<file path="src/rtl/l1_block_fill_ctrl.sv">
// L1 line-fill / writeback sequencer between the L1 data SRAM wrapper and the memory bus.
// Define L1_FILL_CRITICAL_WORD_FIRST_EN to start the fill at req_word instead of word 0.
module l1_block_fill_ctrl #(
    parameter int N_SET_BITS   = 6,
    parameter int N_FRAME_BITS = 1,
    parameter int BLOCK_SIZE   = 2,
    parameter int N_BLOCK_BITS = 1
) (
    input  logic                     CLK,
    input  logic                     nRST,
    input  logic                     req_valid,
    output logic                     req_ready,
    input  logic                     req_wb,
    input  logic [N_SET_BITS-1:0]    req_set,
    input  logic [N_FRAME_BITS-1:0]  req_frame,
    input  logic [N_BLOCK_BITS-1:0]  req_word,
    input  logic [31:0]              req_fill_addr,
    input  logic [31:0]              req_wb_addr,
    output logic                     done,
    output logic [31:0]              bus_addr,
    output logic                     bus_ren,
    output logic                     bus_wen,
    output logic [31:0]              bus_wdata,
    input  logic [31:0]              bus_rdata,
    input  logic                     bus_busy,
    output logic [N_SET_BITS-1:0]    sram_set,
    output logic [N_FRAME_BITS-1:0]  sram_frame,
    output logic                     sram_cs,
    output logic                     sram_we,
    output logic                     sram_oe,
    output logic [N_BLOCK_BITS-1:0]  sram_word,
    output logic [31:0]              sram_wdata,
    input  logic [BLOCK_SIZE*32-1:0] sram_rdata,
    input  logic                     sram_busy
);

    typedef enum logic [2:0] {
        S_IDLE,
        S_WB_RD,
        S_WB_REQ,
        S_FILL_REQ,
        S_FILL_WR,
        S_DONE
    } state_e;

    localparam logic [N_BLOCK_BITS-1:0] LP_LAST = N_BLOCK_BITS'(BLOCK_SIZE - 1);

    state_e                    r_state;
    state_e                    w_next_state;
    logic [N_BLOCK_BITS-1:0]   r_cnt;
    logic [N_BLOCK_BITS-1:0]   r_start;
    logic [N_SET_BITS-1:0]     r_set;
    logic [N_FRAME_BITS-1:0]   r_frame;
    logic [31:0]               r_fill_addr;
    logic [31:0]               r_wb_addr;
    logic [31:0]               r_word;
    logic [31:0]               r_wb_buf [BLOCK_SIZE];

    logic [N_BLOCK_BITS-1:0]   w_start;
    logic [N_BLOCK_BITS-1:0]   w_cnt_inc;
    logic [31:0]               w_cnt_off;
    logic                      w_fill_last;

`ifdef L1_FILL_CRITICAL_WORD_FIRST_EN
    assign w_start = req_word;
`else
    // req_word is accepted on the port but has no effect in this build
    assign w_start = req_word & '0;
`endif

    assign w_cnt_inc   = (r_cnt == LP_LAST) ? '0 : r_cnt + N_BLOCK_BITS'(1);
    assign w_cnt_off   = {{(30 - N_BLOCK_BITS){1'b0}}, r_cnt, 2'b00};
    // The fill always moves exactly BLOCK_SIZE words: it ends when the counter is back at its start.
    assign w_fill_last = (w_cnt_inc == r_start);

    // NOTE: sequential state uses non-blocking assignments so every flop samples pre-edge values.
    always_ff @(posedge CLK or posedge nRST) begin : p_state_reg
        if (nRST) r_state <= S_IDLE;
        else      r_state <= w_next_state;
    end

    always_comb begin : p_next_state
        w_next_state = r_state;
        unique case (r_state)
            S_IDLE:     if (req_valid)  w_next_state = req_wb ? S_WB_RD : S_FILL_REQ;
            S_WB_RD:    if (!sram_busy) w_next_state = S_WB_REQ;
            S_WB_REQ:   if (!bus_busy && (r_cnt == LP_LAST)) w_next_state = S_FILL_REQ;
            S_FILL_REQ: if (!bus_busy)  w_next_state = S_FILL_WR;
            S_FILL_WR:  if (!sram_busy) w_next_state = w_fill_last ? S_DONE : S_FILL_REQ;
            S_DONE:     w_next_state = S_IDLE;
            default:    w_next_state = S_IDLE;
        endcase
    end

    // NOTE: the wb buffer is reset because its cleared value is part of the defined reset state.
    always_ff @(posedge CLK or posedge nRST) begin : p_datapath
        if (nRST) begin
            r_cnt       <= '0;
            r_start     <= '0;
            r_set       <= '0;
            r_frame     <= '0;
            r_fill_addr <= '0;
            r_wb_addr   <= '0;
            r_word      <= '0;
            for (int i = 0; i < BLOCK_SIZE; i++) r_wb_buf[i] <= '0;
        end else begin
            case (r_state)
                S_IDLE: if (req_valid) begin
                    r_set       <= req_set;
                    r_frame     <= req_frame;
                    r_fill_addr <= req_fill_addr;
                    r_wb_addr   <= req_wb_addr;
                    r_start     <= w_start;
                    r_cnt       <= w_start;
                end
                S_WB_RD: if (!sram_busy) begin
                    for (int i = 0; i < BLOCK_SIZE; i++) r_wb_buf[i] <= sram_rdata[32*i +: 32];
                    r_cnt <= '0;
                end
                S_WB_REQ:   if (!bus_busy)  r_cnt  <= (r_cnt == LP_LAST) ? r_start : w_cnt_inc;
                S_FILL_REQ: if (!bus_busy)  r_word <= bus_rdata;
                S_FILL_WR:  if (!sram_busy) r_cnt  <= w_cnt_inc;
                default: ;
            endcase
        end
    end

    // NOTE: every output gets a default first so the decode cannot infer a latch.
    always_comb begin : p_outputs
        req_ready  = 1'b0;
        done       = 1'b0;
        bus_addr   = '0;
        bus_ren    = 1'b0;
        bus_wen    = 1'b0;
        bus_wdata  = '0;
        sram_set   = '0;
        sram_frame = '0;
        sram_cs    = 1'b0;
        sram_we    = 1'b0;
        sram_oe    = 1'b0;
        sram_word  = '0;
        sram_wdata = '0;
        if (r_state != S_IDLE) begin
            sram_set   = r_set;
            sram_frame = r_frame;
        end
        case (r_state)
            S_IDLE: req_ready = 1'b1;
            S_WB_RD: begin
                sram_cs = 1'b1;
                sram_oe = 1'b1;
            end
            S_WB_REQ: begin
                bus_wen   = 1'b1;
                bus_addr  = r_wb_addr + w_cnt_off;
                bus_wdata = r_wb_buf[r_cnt];
            end
            S_FILL_REQ: begin
                bus_ren  = 1'b1;
                bus_addr = r_fill_addr + w_cnt_off;
            end
            S_FILL_WR: begin
                sram_cs    = 1'b1;
                sram_we    = 1'b1;
                sram_word  = r_cnt;
                sram_wdata = r_word;
            end
            S_DONE: done = 1'b1;
            default: ;
        endcase
    end

endmodule

</file>
<file path="config.mk">
export PLATFORM = sky130hd
export DESIGN_NAME = l1_block_fill_ctrl
export DESIGN_NICKNAME = d
export VERILOG_FILES = /design/src/rtl/l1_block_fill_ctrl.sv
export SDC_FILE = /design/constraint.sdc
export NUM_CORES = 1
export LEC_CHECK = 0
export BUFFER_PORTS_ARGS = -buffer_cell sky130_fd_sc_hd__buf_2
export CAP_MARGIN = 30
export CELL_PAD_IN_SITES_DETAIL_PLACEMENT = 0
export CELL_PAD_IN_SITES_GLOBAL_PLACEMENT = 1
export CORE_UTILIZATION = 43
export CTS_BUF_LIST = sky130_fd_sc_hd__clkbuf_8 sky130_fd_sc_hd__clkbuf_16
export CTS_CLUSTER_DIAMETER = 80
export DETAILED_ROUTE_END_ITERATION = 8
export HOLD_SLACK_MARGIN = 0.02
export PLACE_DENSITY_LB_ADDON = 0.1
export SETUP_SLACK_MARGIN = 0.05
export SYNTH_ARGS = -nofsm -noshare
export SYNTH_HDL_FRONTEND = slang
export SYNTH_SLANG_ARGS = --single-unit
</file>
<file path="constraint.sdc">
create_clock -name CLK -period 8.5 [get_ports CLK]
set_input_delay 0 -clock CLK [delete_from_list [all_inputs] [get_ports CLK]]
set_output_delay 0 -clock CLK [all_outputs]
set_load 0.03 [all_outputs]
</file>
==> flow_metrics.env <==
export IMPL_max_cap_violations=0
export IMPL_grt_antenna_before_repair=0
export IMPL_power_per_cell_area_mw_per_mm2=364
export IMPL_timing_critical_path_slowest_cell_delay_ps=630
export IMPL_number_of_instances_resized_during_post_cts_repair=0
export IMPL_final_tns_setup_ps=0
export IMPL_layout_cells_most_common="sky130_fd_sc_hd__buf_2"
export IMPL_cts_num_sinks=171
export IMPL_synth_top_cell_area_share_pct=48.4
export IMPL_numPortBuffers=283
export IMPL_hpwl_microns=15900
export IMPL_floorplan_die_height_microns=145
export IMPL_gpl_final_weighted_congestion=0.777
export IMPL_timing_critical_path_max_delay_family="simple AND/OR/NAND/NOR gates"
export IMPL_max_clock_path_buffers=2
export IMPL_cpMaxStageDelayCell="sky130_fd_sc_hd__dfrtp_1"
export IMPL_finalHoldViolCount=0
export IMPL_core_rowCount=52
export IMPL_nets=1371
export IMPL_cts_tree="done"
export IMPL_die_area_sq_mm=0.0211
export IMPL_instance_area_after_placement_sq_mm=0.0105
export IMPL_routed_wirelength_microns=24600
export IMPL_seq_area_frac_synth_pct=48.4
export IMPL_grt_overflow_total=0
export IMPL_syn_avg_cell_area_sq_um=11.7
export IMPL_cell_count_after_synthesis=755
export IMPL_total_leakage_power_nw=6.05
export IMPL_timing_critical_path_to_type="output pin"
export IMPL_grt_setup_unrepaired="no"
export IMPL_layout_cells_most_common_list="sky130_fd_sc_hd__buf_2, sky130_fd_sc_hd__mux2_2, sky130_fd_sc_hd__dlygate4sd3_1"
export IMPL_final_setup_skew_ps=9.61
export IMPL_postLayoutCellArea_sq_mm=0.0129
export IMPL_number_of_h_tree_branching_levels=4
export IMPL_crit_required_ps=8500
export IMPL_crit_path_launch_type="flip-flop"
export IMPL_ys_warn_count=0
export IMPL_final_max_slew_violation_count=0
export IMPL_diodes=0
export IMPL_max_slew_headroom_pct=41.3
export IMPL_die_x_microns=145
export IMPL_clock_tree_root_cell="sky130_fd_sc_hd__clkbuf_16"
export IMPL_finalSetupViolations=0
export IMPL_netlist_area_sq_mm=0.00884
export IMPL_critical_path_class="flip-flop to output pin"
export IMPL_synthTopCellsByArea="sky130_fd_sc_hd__dfrtp_1, sky130_fd_sc_hd__mux2_2, sky130_fd_sc_hd__mux2i_1"
export IMPL_vias_per_cell=5.06
export IMPL_final_ant_viol_nets=0
export IMPL_clk_latency_ps=420
export IMPL_timing_final_crit_share_pct=56.5
export IMPL_post_synth_num_cell_types=57
export IMPL_num_io_pins=285
export IMPL_crit_arrival_ps=4800
export IMPL_synth_net_count=931
export IMPL_finalCriticalPeriod_ps=4800
export IMPL_grt_use_total_pct=24.0
export IMPL_cts_buffers=17
export IMPL_drc_errors=0
export IMPL_drt_pre_antenna_iters=4
export IMPL_core_area_sq_mm=0.0202
export IMPL_synth_async_reset_ratio_pct=100
export IMPL_first_global_vias=7904
export IMPL_area_growth_synth_to_final_pct=45.6
export IMPL_synth_edf_count=0
export IMPL_holdCritPathClass="primary input to flip-flop"
export IMPL_outcome="finished clean"
export IMPL_worst_slew_pin_slew_ps=881
export IMPL_largest_net_degree_at_the_start_of_global_routing=74
export IMPL_cts_reportedPaths_clkPinSlew_ps=70
export IMPL_vdd_drop_max_uv=260
export IMPL_synth_area_leader="sky130_fd_sc_hd__dfrtp_1"
export IMPL_grt_first_pass_wirelength_microns=40700
export IMPL_critPathBufInv=2
export IMPL_max_freq_mhz=208
export IMPL_critical_path_peak_fanout=33
export IMPL_drive_gt1_share_pct=42.6
export IMPL_detailroute_via_count=7474
export IMPL_initial_core_util_pct=43.8
export IMPL_most_instantiated_flip_flop_cell_in_the_synthesis_netlist="sky130_fd_sc_hd__dfrtp_1"
export IMPL_drtIter0Drc=245
export IMPL_worstPathCellList="nand3b_4 -> inv_2 -> nand2_1 -> nand2_1 -> ha_1 -> ha_1 -> nand3_1 -> nor3_1 -> o2111ai_1 -> o31ai_1 -> nor3b_1 -> buf_2"
export IMPL_postSynthRegisterBits=171
export IMPL_avgRoutedWirePerCell_microns=16.6
## metal layers
layer  share of wire [%]  track usage [%]  vias to the layer above
li1                    -                -                     3584
met1                  45             31.2                     3657
met2                  48             39.9                      216
met3                 6.2             6.18                       17
met4                 1.1             6.42                        0
met5                   0                0                        -
## per-stage QoR
stage               cells  worst slack (ps)  hold slack, ps  utilization (%)  total power, mW
CTS                  1476              3650            26.3             63.6             4.71
global route         1478              3250            73.9             63.8             4.99
global placement     1274              4210             102             52.0             3.72
detailed placement   1274              4160             103             52.0             3.75
floorplan             755              3870             117                -             3.18
finish               1478              3700            32.6             63.8             4.69
## synthesized netlist by cell type, types with 5 or more instances
| cell | number |
|---|---|
| sky130_fd_sc_hd__a21oi_1 | 6 |
| sky130_fd_sc_hd__o31ai_1 | 6 |
| sky130_fd_sc_hd__nor3_1 | 13 |
| sky130_fd_sc_hd__buf_4 | 7 |
| sky130_fd_sc_hd__nand3_1 | 14 |
| sky130_fd_sc_hd__nand4_1 | 7 |
| sky130_fd_sc_hd__a41o_1 | 5 |
| sky130_fd_sc_hd__nand2_1 | 36 |
| sky130_fd_sc_hd__xnor2_1 | 14 |
| sky130_fd_sc_hd__inv_1 | 6 |
| sky130_fd_sc_hd__buf_2 | 16 |
| sky130_fd_sc_hd__o21ai_0 | 7 |
| sky130_fd_sc_hd__and3_1 | 10 |
| sky130_fd_sc_hd__nor2_1 | 69 |
| sky130_fd_sc_hd__mux2i_1 | 53 |
| sky130_fd_sc_hd__mux2_2 | 175 |
| sky130_fd_sc_hd__nor2b_1 | 13 |
| sky130_fd_sc_hd__clkbuf_1 | 17 |
| sky130_fd_sc_hd__dfrtp_1 | 171 |
| sky130_fd_sc_hd__and2_1 | 38 |
## what timing repair did
action,CTS,global route
setup buffers,0,0
setup endpoints to repair,0,0
hold buffers,170,1
endpoints found under the hold margin,227,1
## sequential cells by signal, summed over array words and instances (netlist names)
name         flops
r_fill_addr     32
r_set            6
r_word          32
r_wb_buf        64
r_state          3
r_cnt            1
r_wb_addr       32
r_frame          1
## kinds of logic (layout without fill, tap and decap cells)
logic type / after synthesis / in the layout / synth area share [%]
compound gates: 63 / 63 / 5.41
xor+xnor: 18 / 18 / 1.78
flops: 171 / 171 / 48.4
fa+ha+maj: 2 / 2 / 0.283
simple gates: 221 / 221 / 12.9
mux: 229 / 229 / 28.4
buf+inv: 51 / 504 / 2.77
## layout make-up
| cell class | count | area [sq um] |
|---|---|---|
| Clock buffer | 17 | 425 |
| Clock inverter | 15 | 230 |
| Fill cell | 1639 | 7300 |
| Inverter | 7 | 31.3 |
| Multi-Input combinational cell | 533 | 4340 |
| Sequential cell | 171 | 4280 |
| Tap cell | 270 | 338 |
| Timing Repair Buffer | 465 | 3230 |
## worst min-delay path, cell delays in order
cell and delay (ps):
sky130_fd_sc_hd__buf_2 80, sky130_fd_sc_hd__o21bai_1 60, sky130_fd_sc_hd__a22oi_1 170, sky130_fd_sc_hd__o22ai_1 90
## final timing paths
check,slack (ps),cells after the start,endpoint,startpoint
worst max-delay path,3700,12,bus_addr[28],r_state[1]
worst min-delay path,30,4,r_state[1],req_wb
worst max register to register,5790,6,r_wb_buf[2],r_state[0]
worst min register to register,500,1,r_word[27],r_word[27]
max in group asynchronous,6970,4,r_cnt,nRST
min in group asynchronous,210,3,r_word[15],nRST
## power by group
part,internal (mW),total [mW],switching [mW],leakage [nW]
sequential,1.23,1.54,0.305,2.03
clock,0.528,0.878,0.350,0.317
combinational,0.995,2.27,1.28,3.70
total,2.76,4.69,1.93,6.05
(Power assumes the default switching activity.)
